--- config.mk ---
export PLATFORM = sky130hd
export DESIGN_NAME = rx_clk_lane_mon_flat
export DESIGN_NICKNAME = d
export VERILOG_FILES = /design/src/rtl/rx_clk_lane_mon_if.sv /design/src/rtl/rx_clk_lane_mon.sv /design/src/flat_wrapper.sv
export SDC_FILE = /design/constraint.sdc
export NUM_CORES = 1
export LEC_CHECK = 0
export BUFFER_PORTS_ARGS = -buffer_cell sky130_fd_sc_hd__buf_4
export CAP_MARGIN = 20
export CORE_MARGIN = 5
export CORE_UTILIZATION = 35
export DETAILED_ROUTE_END_ITERATION = 10
export PLACE_DENSITY = 0.57
export SLEW_MARGIN = 20
export SYNTH_ARGS = -nofsm -noshare
export SYNTH_HDL_FRONTEND = slang
export SYNTH_SLANG_ARGS = --single-unit
--- constraint.sdc ---
create_clock -name clk -period 2.1 [get_ports clk]
set_input_delay 0 -clock clk [delete_from_list [all_inputs] [get_ports clk]]
set_output_delay 0 -clock clk [all_outputs]
set_load 0.05 [all_outputs]
--- src/rtl/rx_clk_lane_mon_if.sv ---
// Clock-lane line inputs and monitor status outputs for rx_clk_lane_mon.
interface rx_clk_lane_mon_if #(
  parameter int CNT_W = 8
);
  logic             CLKDp;
  logic             CLKDn;
  logic             RX_HS_CLK;
  logic             hs_active;
  logic             term_en;
  logic             ulps_active;
  logic             err_ctrl;
  logic [2:0]       lane_state;
  logic [CNT_W-1:0] burst_cnt;

  modport master (
    output CLKDp, CLKDn,
    input  RX_HS_CLK, hs_active, term_en, ulps_active, err_ctrl, lane_state, burst_cnt
  );

  modport slave (
    input  CLKDp, CLKDn,
    output RX_HS_CLK, hs_active, term_en, ulps_active, err_ctrl, lane_state, burst_cnt
  );
endinterface

--- src/rtl/rx_clk_lane_mon.sv ---
// Receive-side clock-lane monitor: tracks LP/HS/ULPS line states,
// gates the HS clock, flags protocol errors and counts completed bursts.
module rx_clk_lane_mon #(
  parameter int Tclk_term_en = 2,
  parameter int Tclk_settle  = 4,
  parameter int Tclk_miss    = 4,
  parameter int ULPS_EN      = 1,
  parameter int CNT_W        = 8
) (
  input  logic               clk,
  input  logic               rst,
  rx_clk_lane_mon_if.slave   lane
);
  // HS_CLK needs a ninth state; it is reported on lane_state as HS_TERM's code
  // (hs_active tells the two apart).
  typedef enum logic [3:0] {
    ST_STOP      = 4'd0,
    ST_HS_RQST   = 4'd1,
    ST_HS_PRPR   = 4'd2,
    ST_HS_TERM   = 4'd3,
    ST_ERR       = 4'd4,
    ST_ULPS_RQST = 4'd5,
    ST_ULPS      = 4'd6,
    ST_ULPS_EXIT = 4'd7,
    ST_HS_CLK    = 4'd8
  } state_t;

  localparam logic [CNT_W-1:0] T_TE = CNT_W'(Tclk_term_en);
  localparam logic [CNT_W-1:0] T_TS = CNT_W'(Tclk_settle);
  localparam logic [CNT_W-1:0] T_TM = CNT_W'(Tclk_miss);

  state_t           state, state_nx;
  logic [1:0]       ls, ls_prev;
  logic [CNT_W-1:0] tmr, tmr_nx, tmr_inc;
  logic [CNT_W-1:0] burst_q;
  logic             burst_inc;
  logic             err_q;
  logic             toggle;

  always_ff @(posedge clk or negedge rst) begin
    if (!rst) begin
      state   <= ST_STOP;
      ls      <= 2'b11;
      ls_prev <= 2'b11;
      tmr     <= '0;
      burst_q <= '0;
      err_q   <= 1'b0;
    end else begin
      state   <= state_nx;
      ls      <= {lane.CLKDp, lane.CLKDn};
      ls_prev <= ls;
      tmr     <= tmr_nx;
      err_q   <= (state_nx == ST_ERR) && (state != ST_ERR);
      if (burst_inc && (burst_q != '1)) burst_q <= burst_q + 1'b1;
    end
  end

  assign tmr_inc = tmr + 1'b1;
  assign toggle  = (ls == 2'b01 || ls == 2'b10) && (ls != ls_prev);

  always_comb begin
    state_nx  = state;
    tmr_nx    = tmr;
    burst_inc = 1'b0;
    case (state)
      ST_STOP: case (ls)
        2'b01:   state_nx = ST_HS_RQST;
        2'b10:   state_nx = (ULPS_EN != 0) ? ST_ULPS_RQST : ST_ERR;
        2'b00:   state_nx = ST_ERR;
        default: state_nx = ST_STOP;
      endcase
      ST_HS_RQST: case (ls)
        2'b00:   state_nx = ST_HS_PRPR;
        2'b11:   state_nx = ST_STOP;
        2'b10:   state_nx = ST_ERR;
        default: state_nx = ST_HS_RQST;
      endcase
      ST_HS_PRPR: begin
        if (ls == 2'b11)      state_nx = ST_STOP;
        else if (ls == 2'b00) begin
          if (tmr_inc == T_TE) state_nx = ST_HS_TERM;
          else                 tmr_nx   = tmr_inc;
        end else              state_nx = ST_ERR;
      end
      ST_HS_TERM: begin
        if (ls == 2'b11)          state_nx = ST_STOP;
        else if (tmr_inc == T_TS) state_nx = ST_HS_CLK;
        else                      tmr_nx   = tmr_inc;
      end
      ST_HS_CLK: begin
        // end-of-burst wins over a miss landing on the same cycle
        if (ls == 2'b11) begin
          state_nx  = ST_STOP;
          burst_inc = 1'b1;
        end else if (toggle)      tmr_nx   = '0;
        else if (tmr_inc == T_TM) state_nx = ST_ERR;
        else                      tmr_nx   = tmr_inc;
      end
      ST_ULPS_RQST: case (ls)
        2'b00:   state_nx = ST_ULPS;
        2'b11:   state_nx = ST_STOP;
        2'b01:   state_nx = ST_ERR;
        default: state_nx = ST_ULPS_RQST;
      endcase
      ST_ULPS: case (ls)
        2'b10:   state_nx = ST_ULPS_EXIT;
        2'b00:   state_nx = ST_ULPS;
        default: state_nx = ST_ERR;
      endcase
      ST_ULPS_EXIT: case (ls)
        2'b11:   state_nx = ST_STOP;
        2'b00:   state_nx = ST_ULPS;
        2'b01:   state_nx = ST_ERR;
        default: state_nx = ST_ULPS_EXIT;
      endcase
      ST_ERR:  state_nx = (ls == 2'b11) ? ST_STOP : ST_ERR;
      default: state_nx = ST_STOP;
    endcase
    if (state_nx != state) tmr_nx = '0;
  end

  always_comb begin
    lane.hs_active   = (state == ST_HS_CLK);
    lane.term_en     = (state == ST_HS_TERM) || (state == ST_HS_CLK);
    lane.ulps_active = (state == ST_ULPS) || (state == ST_ULPS_EXIT);
    lane.err_ctrl    = err_q;
    lane.burst_cnt   = burst_q;
    lane.lane_state  = (state == ST_HS_CLK) ? 3'd3 : state[2:0];
    lane.RX_HS_CLK   = lane.CLKDp & (state == ST_HS_CLK);
  end
endmodule
--- src/flat_wrapper.sv ---
// flat-port wrapper written by rule: the top's interface ports become plain ports
module rx_clk_lane_mon_flat 
#(
  parameter int Tclk_term_en = 2,
  parameter int Tclk_settle  = 4,
  parameter int Tclk_miss    = 4,
  parameter int ULPS_EN      = 1,
  parameter int CNT_W        = 8
)
  (clk, rst, lane_CLKDp, lane_CLKDn, lane_RX_HS_CLK, lane_hs_active, lane_term_en, lane_ulps_active, lane_err_ctrl, lane_lane_state, lane_burst_cnt);
  rx_clk_lane_mon_if #(.CNT_W(CNT_W)) lane_i ();
  input  logic clk;
  input  logic rst;
  input wire logic [$bits(lane_i.CLKDp)-1:0] lane_CLKDp;
  input wire logic [$bits(lane_i.CLKDn)-1:0] lane_CLKDn;
  output wire logic [$bits(lane_i.RX_HS_CLK)-1:0] lane_RX_HS_CLK;
  output wire logic [$bits(lane_i.hs_active)-1:0] lane_hs_active;
  output wire logic [$bits(lane_i.term_en)-1:0] lane_term_en;
  output wire logic [$bits(lane_i.ulps_active)-1:0] lane_ulps_active;
  output wire logic [$bits(lane_i.err_ctrl)-1:0] lane_err_ctrl;
  output wire logic [$bits(lane_i.lane_state)-1:0] lane_lane_state;
  output wire logic [$bits(lane_i.burst_cnt)-1:0] lane_burst_cnt;
  assign lane_i.CLKDp = lane_CLKDp;
  assign lane_i.CLKDn = lane_CLKDn;
  assign lane_RX_HS_CLK = lane_i.RX_HS_CLK;
  assign lane_hs_active = lane_i.hs_active;
  assign lane_term_en = lane_i.term_en;
  assign lane_ulps_active = lane_i.ulps_active;
  assign lane_err_ctrl = lane_i.err_ctrl;
  assign lane_lane_state = lane_i.lane_state;
  assign lane_burst_cnt = lane_i.burst_cnt;
  rx_clk_lane_mon #(.Tclk_term_en(Tclk_term_en), .Tclk_settle(Tclk_settle), .Tclk_miss(Tclk_miss), .ULPS_EN(ULPS_EN), .CNT_W(CNT_W)) u_core (.clk(clk), .rst(rst), .lane(lane_i));
endmodule
==> results of run 1 <==
[cells by family (layout without fill, tap and decap cells)]
| kind of cell | count (synthesis) | count (layout) |
|---|---|---|
| xor+xnor | 9 | 9 |
| flops | 25 | 25 |
| buf+inv | 22 | 78 |
| fa+ha+maj | 9 | 9 |
| mux | 3 | 3 |
| simple gates | 87 | 87 |
| compound gates | 53 | 53 |
[synthesized netlist by cell type (4+ instances only)]
| cell type | number |
|---|---|
| or2_2 | 5 |
| nand2b_1 | 4 |
| a21oi_1 | 15 |
| or3_1 | 4 |
| dfrtp_1 | 21 |
| nand2_1 | 19 |
| o21ai_0 | 11 |
| nor2_1 | 18 |
| nor3_1 | 4 |
| xor2_1 | 5 |
| ha_1 | 9 |
| inv_1 | 10 |
| nand3_1 | 9 |
| a31oi_1 | 6 |
| clkbuf_1 | 7 |
| buf_2 | 4 |
| xnor2_1 | 4 |
| dfstp_2 | 4 |
[layer usage]
metal	vias up	global-route usage, %
li1	856	-
met1	823	21.28
met2	28	27.20
met3	8	2.772
met4	0	2.872
met5	-	0
[state kept, by name (all words and copies together), names as in the netlist]
name,flops
u_core.state,4
u_core.tmr,8
u_core.lane.err_ctrl,1
u_core.ls_prev,2
u_core.ls,2
u_core.lane.burst_cnt,8
[cell usage in the layout (no fill, tap or decap), types with 4 or more instances in the layout]
cell      instances
nand2b_1          4
a21oi_1           6
ha_1              5
or2_2             4
inv_1             6
dfrtp_1          21
o21ai_0          11
dfstp_2           4
nor3_1            4
a31oi_1           4
xor2_1            5
buf_4            58
a21oi_2           8
nand2_1          19
nand3_1           9
xnor2_1           4
nor2_1           16
or3_1             4
[power breakdown]
group | switching, uW | leakage [uW] | total (uW) | internal [uW]
Combinational | 637 | 0.000713 | 1130 | 489
Sequential | 56.9 | 0.000329 | 579 | 522
Clock | 155 | 0.0000255 | 288 | 133
[final cells by class]
type	instances	share of cell area, %
multi-input cells	161	48.26
flip-flops and latches	25	25.00
repair buffers	64	19.79
well taps	70	3.472
clock buffers	3	1.637
inverters	10	1.637
clock inverters	1	0.1984
[through the flow]
stage / cells / power, uW
finish: 334 / 1992
global route: 334 / 2115
CTS: 333 / 1934
detailed placement: 323 / 1495
global placement: 323 / 1499
floorplan: 208 / 1199
[critical path, stage by stage (launching register included)]
cell,delay (ns)
dfstp_2,0.55
inv_2,0.05
ha_4,0.26
or3b_4,0.39
a21oi_4,0.15
buf_6,0.11
nor2_2,0.02
o21a_1,0.13
o2111ai_4,0.23
buf_6,0.18
a31oi_4,0.03
[repair_timing]
action	CTS	global route
hold buffers	3	0
setup endpoints to repair	9	12
gates resized for setup	18	12
hold endpoints to repair	27	0
pin swaps	6	10
gates cloned	0	0
buffers inserted	3	1
[final timing paths]
path                                          start                  endpoint  slack (ns)  depth (start not counted)
setup / recovery                       u_core.ls[1]             u_core.tmr[6]       -0.12                         10
hold / removal                                  rst           u_core.state[2]        0.18                          2
setup reg to reg                       u_core.ls[1]             u_core.tmr[6]       -0.12                         10
hold reg to reg            u_core.lane.burst_cnt[5]  u_core.lane.burst_cnt[5]        0.51                          1
max in group asynchronous                       rst         u_core.ls_prev[1]        1.63                          2
min in group clk                         lane_CLKDn              u_core.ls[0]        0.38                          2
==> impl_metrics.csv, run 1 <==
group,metric,value,unit
setup_path,crit_type,"flip-flop to flip-flop",
yosys,synthXorXnorAreaFrac,4.421,%
detailed_routing,routed_wl,4758,um
sta,period_share,105.6,%
detailed_routing,top_layer,"met4",
cells_and_area,postLayoutCoreUtil,50.02,%
detailed_routing,wirelength_met1,2289,um
detailed_routing,route.met2.wl,2294,um
setup_path,end_kind,"flip-flop",
setup_path,cp.required,2.25,ns
power_and_ir_drop,power.density,789.8,nW/um^2
detailed_routing,drt_iter0_drc,65,
global_routing,grt_pass1_wl,8300,um
yosys,synth_warnings,0,
floorplanning,rows,26,
sta,drv_slew,0,
place,dpl_cell_area,2268,sq um
yosys,yosysUniqueCellTypes,51,
yosys,ys_seq_elements,25,
floorplanning,die_h,81.38,um
yosys,netlist_instances,208,
global_routing,grt_use_total,15.97,%
place,pre_cts_ws,-0.1704,ns
sta,setup_viol,8,
yosys,synth_edf_count,0,
setup_path,crit_path_start_kind,"flip-flop",
yosys,synth_fa_ha_area_share,6.316,%
place,globalplace.congestion,0.8146,
yosys,netlist_area,1783,sq um
clock_tree,cts_sinks,25,
yosys,synth-simple-area-share,26.88,%
sta,period_needed,2.217,ns
detailed_routing,dr.pass1.iters,4,
detailed_routing,wl_per_cell,14.25,um
global_routing,overflow,0,
clock_tree,cts_root_buf,"clkbuf_8",
setup_path,cp_max_fo,5,
yosys,synth-compound-area-share,20.28,%
floorplanning,dieArea,6622,sq um
detailed_routing,drc,0,
cells_and_area,fin_area,2522,sq um
clock_tree,cts_tree,"built",
setup_path,crit_arrival,2.36,ns
sta,worst_pin_slew,0.3729,ns
yosys,synth_top_area_share,29.47,%
cells_and_area,multi_input_area,1217,sq um
sta,clock.fmax,0.4510,GHz
run_status,failed_checks,"setup timing",
sta,fin_worst_skew,0.003128,ns
yosys,synth.mux.area_fraction,1.754,%
cells_and_area,fillers,487,
sta,rsz0062_at_grt,"yes",
hold_path,min_path_type,"input pin to async pin",
detailed_routing,vias_per_cell,5.135,
cells_and_area,insertedDiodeCount,0,
global_routing,grt_max_degree,26,
clock_tree,cts_max_level,1,
place,port_buffers,19,
clock_tree,cts_max_path_buffers,2,
floorplanning,die_w,81.38,um
yosys,synth_top_family_by_area,"simple AND/OR/NAND/NOR gates",
clock_tree,cts_buffers,3,
sta,hold_violations,0,
detailed_routing,vias,1715,
yosys,synth_area_leaders,"dfrtp_1 29%, ha_1 6.3%, dfstp_2 5.9%",
power_and_ir_drop,power_leakage,0.001068,uW
cells_and_area,ff_latch_area,630.6,sq um
clock_tree,clkTransAtPathRegs,0.09,ns
yosys,ys.flop_type,"dfrtp_1",
yosys,async_flop_share,100.0,%
yosys,synth_top_cell_by_area,"dfrtp_1",
sta,setup_tns,-0.7751,ns
yosys,avgSynthCellArea,8.572,sq um
flow_run,maxCapViolCount,0,
run_status,status,"finished with violations",
clock_tree,insertion_delay,0.27,ns
floorplanning,core_area,5042,sq um
sta,final.setup.worst_slack,-0.1172,ns
sta,relSlewSlack,74.87,%
yosys,yosysSeqAreaShare,35.37,%
cells_and_area,area_growth,41.47,%
cells_and_area,drive_gt1_share,41.29,%
cells_and_area,final_nets,278,
detailed_routing,drtAntennaViolNets,0,
place,dpl.hpwl,3449,um
global_routing,grt_pass1_vias,1770,
floorplanning,ioPinCount,20,
global_routing,antenna_found_initial,0,
yosys,synth_nets,221,
power_and_ir_drop,ir_drop,0.0004705,V
floorplanning,start_util,35.36,%
sta,timing.hold.ws,0.1797,ns
detailed_routing,wl_met3,124,um
Power figures use the tool's default switching activity.
==> run 2, diff against run 1 <==
--- a/config.mk
+++ b/config.mk
@@ -8,9 +8,9 @@
 export BUFFER_PORTS_ARGS = -buffer_cell sky130_fd_sc_hd__buf_4
 export CAP_MARGIN = 20
 export CORE_MARGIN = 5
-export CORE_UTILIZATION = 35
+export CORE_UTILIZATION = 52
 export DETAILED_ROUTE_END_ITERATION = 10
-export PLACE_DENSITY = 0.57
+export PLACE_DENSITY = 0.78
 export SLEW_MARGIN = 20
 export SYNTH_ARGS = -nofsm -noshare
 export SYNTH_HDL_FRONTEND = slang
==> impl_metrics.csv, run 2 (synthesis gave the netlist of run 1 again) <==
group,metric,value,unit
place,pre_cts_ws,-0.1932,ns
clock_tree,insertion_delay,0.34,ns
place,dpl.hpwl,3320,um
setup_path,crit_arrival,2.57,ns
sta,period_needed,2.304,ns
clock_tree,cts_root_buf,"clkbuf_4",
setup_path,cp_max_fo,8,
sta,drv_slew,0,
sta,worst_pin_slew,0.3808,ns
sta,timing.hold.ws,0.08844,ns
detailed_routing,routed_wl,5066,um
hold_path,min_path_type,"input pin to async pin",
detailed_routing,vias_per_cell,5.747,
sta,setup_viol,9,
setup_path,reg2reg_depth,11,
floorplanning,die_w,68.56,um
power_and_ir_drop,power.density,809.9,nW/um^2
floorplanning,die_h,68.56,um
sta,final.setup.worst_slack,-0.2036,ns
cells_and_area,final_nets,276,
setup_path,end_kind,"flip-flop",
detailed_routing,wl_per_cell,16.45,um
clock_tree,cts_max_path_buffers,2,
setup_path,timing.reg2reg.setup_slack,-0.20,ns
setup_path,cp.required,2.37,ns
floorplanning,core_area,3337,sq um
sta,rsz0062_at_grt,"yes",
setup_path,crit_type,"flip-flop to flip-flop",
global_routing,overflow,0,
sta,setup_tns,-1.332,ns
global_routing,grt_max_degree,26,
flow_run,maxCapViolCount,0,
detailed_routing,drt_iter0_drc,223,
global_routing,antenna_found_initial,0,
clock_tree,cts_sinks,25,
sta,clock.fmax,0.4341,GHz
clock_tree,clkTransAtPathRegs,0.15,ns
floorplanning,ioPinCount,20,
setup_path,crit_path_start_kind,"flip-flop",
clock_tree,cts_max_level,1,
cells_and_area,area_growth,35.51,%
floorplanning,rows,21,
global_routing,grt_pass1_vias,1697,
global_routing,grt_pass1_wl,8100,um
global_routing,grt_use_total,23.16,%
place,globalplace.congestion,0.9174,
detailed_routing,drc,0,
sta,fin_worst_skew,0.007967,ns
sta,period_share,109.7,%
clock_tree,cts_tree,"built",
cells_and_area,drive_gt1_share,36.64,%
clock_tree,cts_buffers,3,
detailed_routing,drtAntennaViolNets,0,
power_and_ir_drop,power_leakage,0.001053,uW
run_status,status,"finished with violations",
floorplanning,start_util,53.43,%
floorplanning,dieArea,4700,sq um
run_status,failed_checks,"setup timing",
place,port_buffers,19,
detailed_routing,vias,1770,
sta,relSlewSlack,74.35,%
power_and_ir_drop,ir_drop,0.0006264,V
cells_and_area,final_cell_mix,"57 x buf_4, 21 x dfrtp_1, 19 x nand2_1, 17 x nor2_1, 13 x a21oi_1",
cells_and_area,layout_commonest_cell,"buf_4",
detailed_routing,dr.pass1.iters,5,
sta,hold_violations,0,
cells_and_area,insertedDiodeCount,0,
run 2: cell count changes in the layout (fill, tap and decap cells not counted), moves of 2 or more:
cell / delta
a21oi_1: +7
a21oi_2: -7
clkbuf_4: +3
clkbuf_8: -3
buf_6: -2
ha_1: +2
run 2: repair_timing:
item	CTS	global route
endpoints found under the setup margin	9	12
resized for setup	6	11
pin swaps	3	4
endpoints found under the hold margin	27	0
setup buffers	4	3
hold buffers	3	0
run 2: critical path: stages (launching register included):
cell and delay (ns):
dfstp_2 0.58, inv_2 0.05, buf_4 0.14, ha_1 0.27, a31oi_4 0.21, a21oi_4 0.10, buf_6 0.12, nor2_2 0.09
o21a_1 0.18, o2111ai_4 0.15, buf_12 0.17, a211oi_2 0.16
run 2: power by group:
part           switching [uW]  leakage, uW  internal (uW)
Clock                     166    0.0000139           73.3
Combinational             658     0.000710            486
Sequential               51.1     0.000329            522
Total                     875      0.00105           1080
run 2: area by class of cell:
cell class | instances | area [sq um]
inverters | 10 | 37.54
multi-input cells | 161 | 1171
flip-flops and latches | 25 | 630.6
clock inverters | 1 | 7.507
clock buffers | 3 | 22.52
well taps | 46 | 57.56
fillers | 250 | 920.9
repair buffers | 62 | 489.2
run 2: path summary, 6_finish.rpt:
check / start / end
max: u_core.ls[0] / u_core.tmr[0]
min: rst / u_core.lane.burst_cnt[0]
max reg2reg: u_core.ls[0] / u_core.tmr[0]
min reg2reg: u_core.lane.burst_cnt[5] / u_core.lane.burst_cnt[5]
max in group asynchronous: rst / u_core.ls_prev[1]
min in group clk: lane_CLKDn / u_core.ls[0]
run 2: routing by layer:
| layer | global-route usage, % | wire, um | part of all wire, % | vias to the layer above |
|---|---|---|---|---|
| li1 | - | - | - | 850 |
| met4 | 5.955 | 171 | 3.4 | 0 |
| met2 | 39.45 | 2431 | 48 | 62 |
| met3 | 3.404 | 233 | 4.6 | 20 |
| met5 | 0 | 0 | 0 | - |
| met1 | 30.64 | 2229 | 44 | 838 |
run 2: per-stage QoR:
step	instances	instance area (sq um)	total power [uW]	utilization (%)
final	308	2416	1957	72.40
after global placement	294	2201	1466	65.95
after detailed placement	294	2201	1479	65.95
after CTS	305	2322	1760	69.59
after floorplan	208	1812	1199	-
after global routing	308	2416	2051	72.40
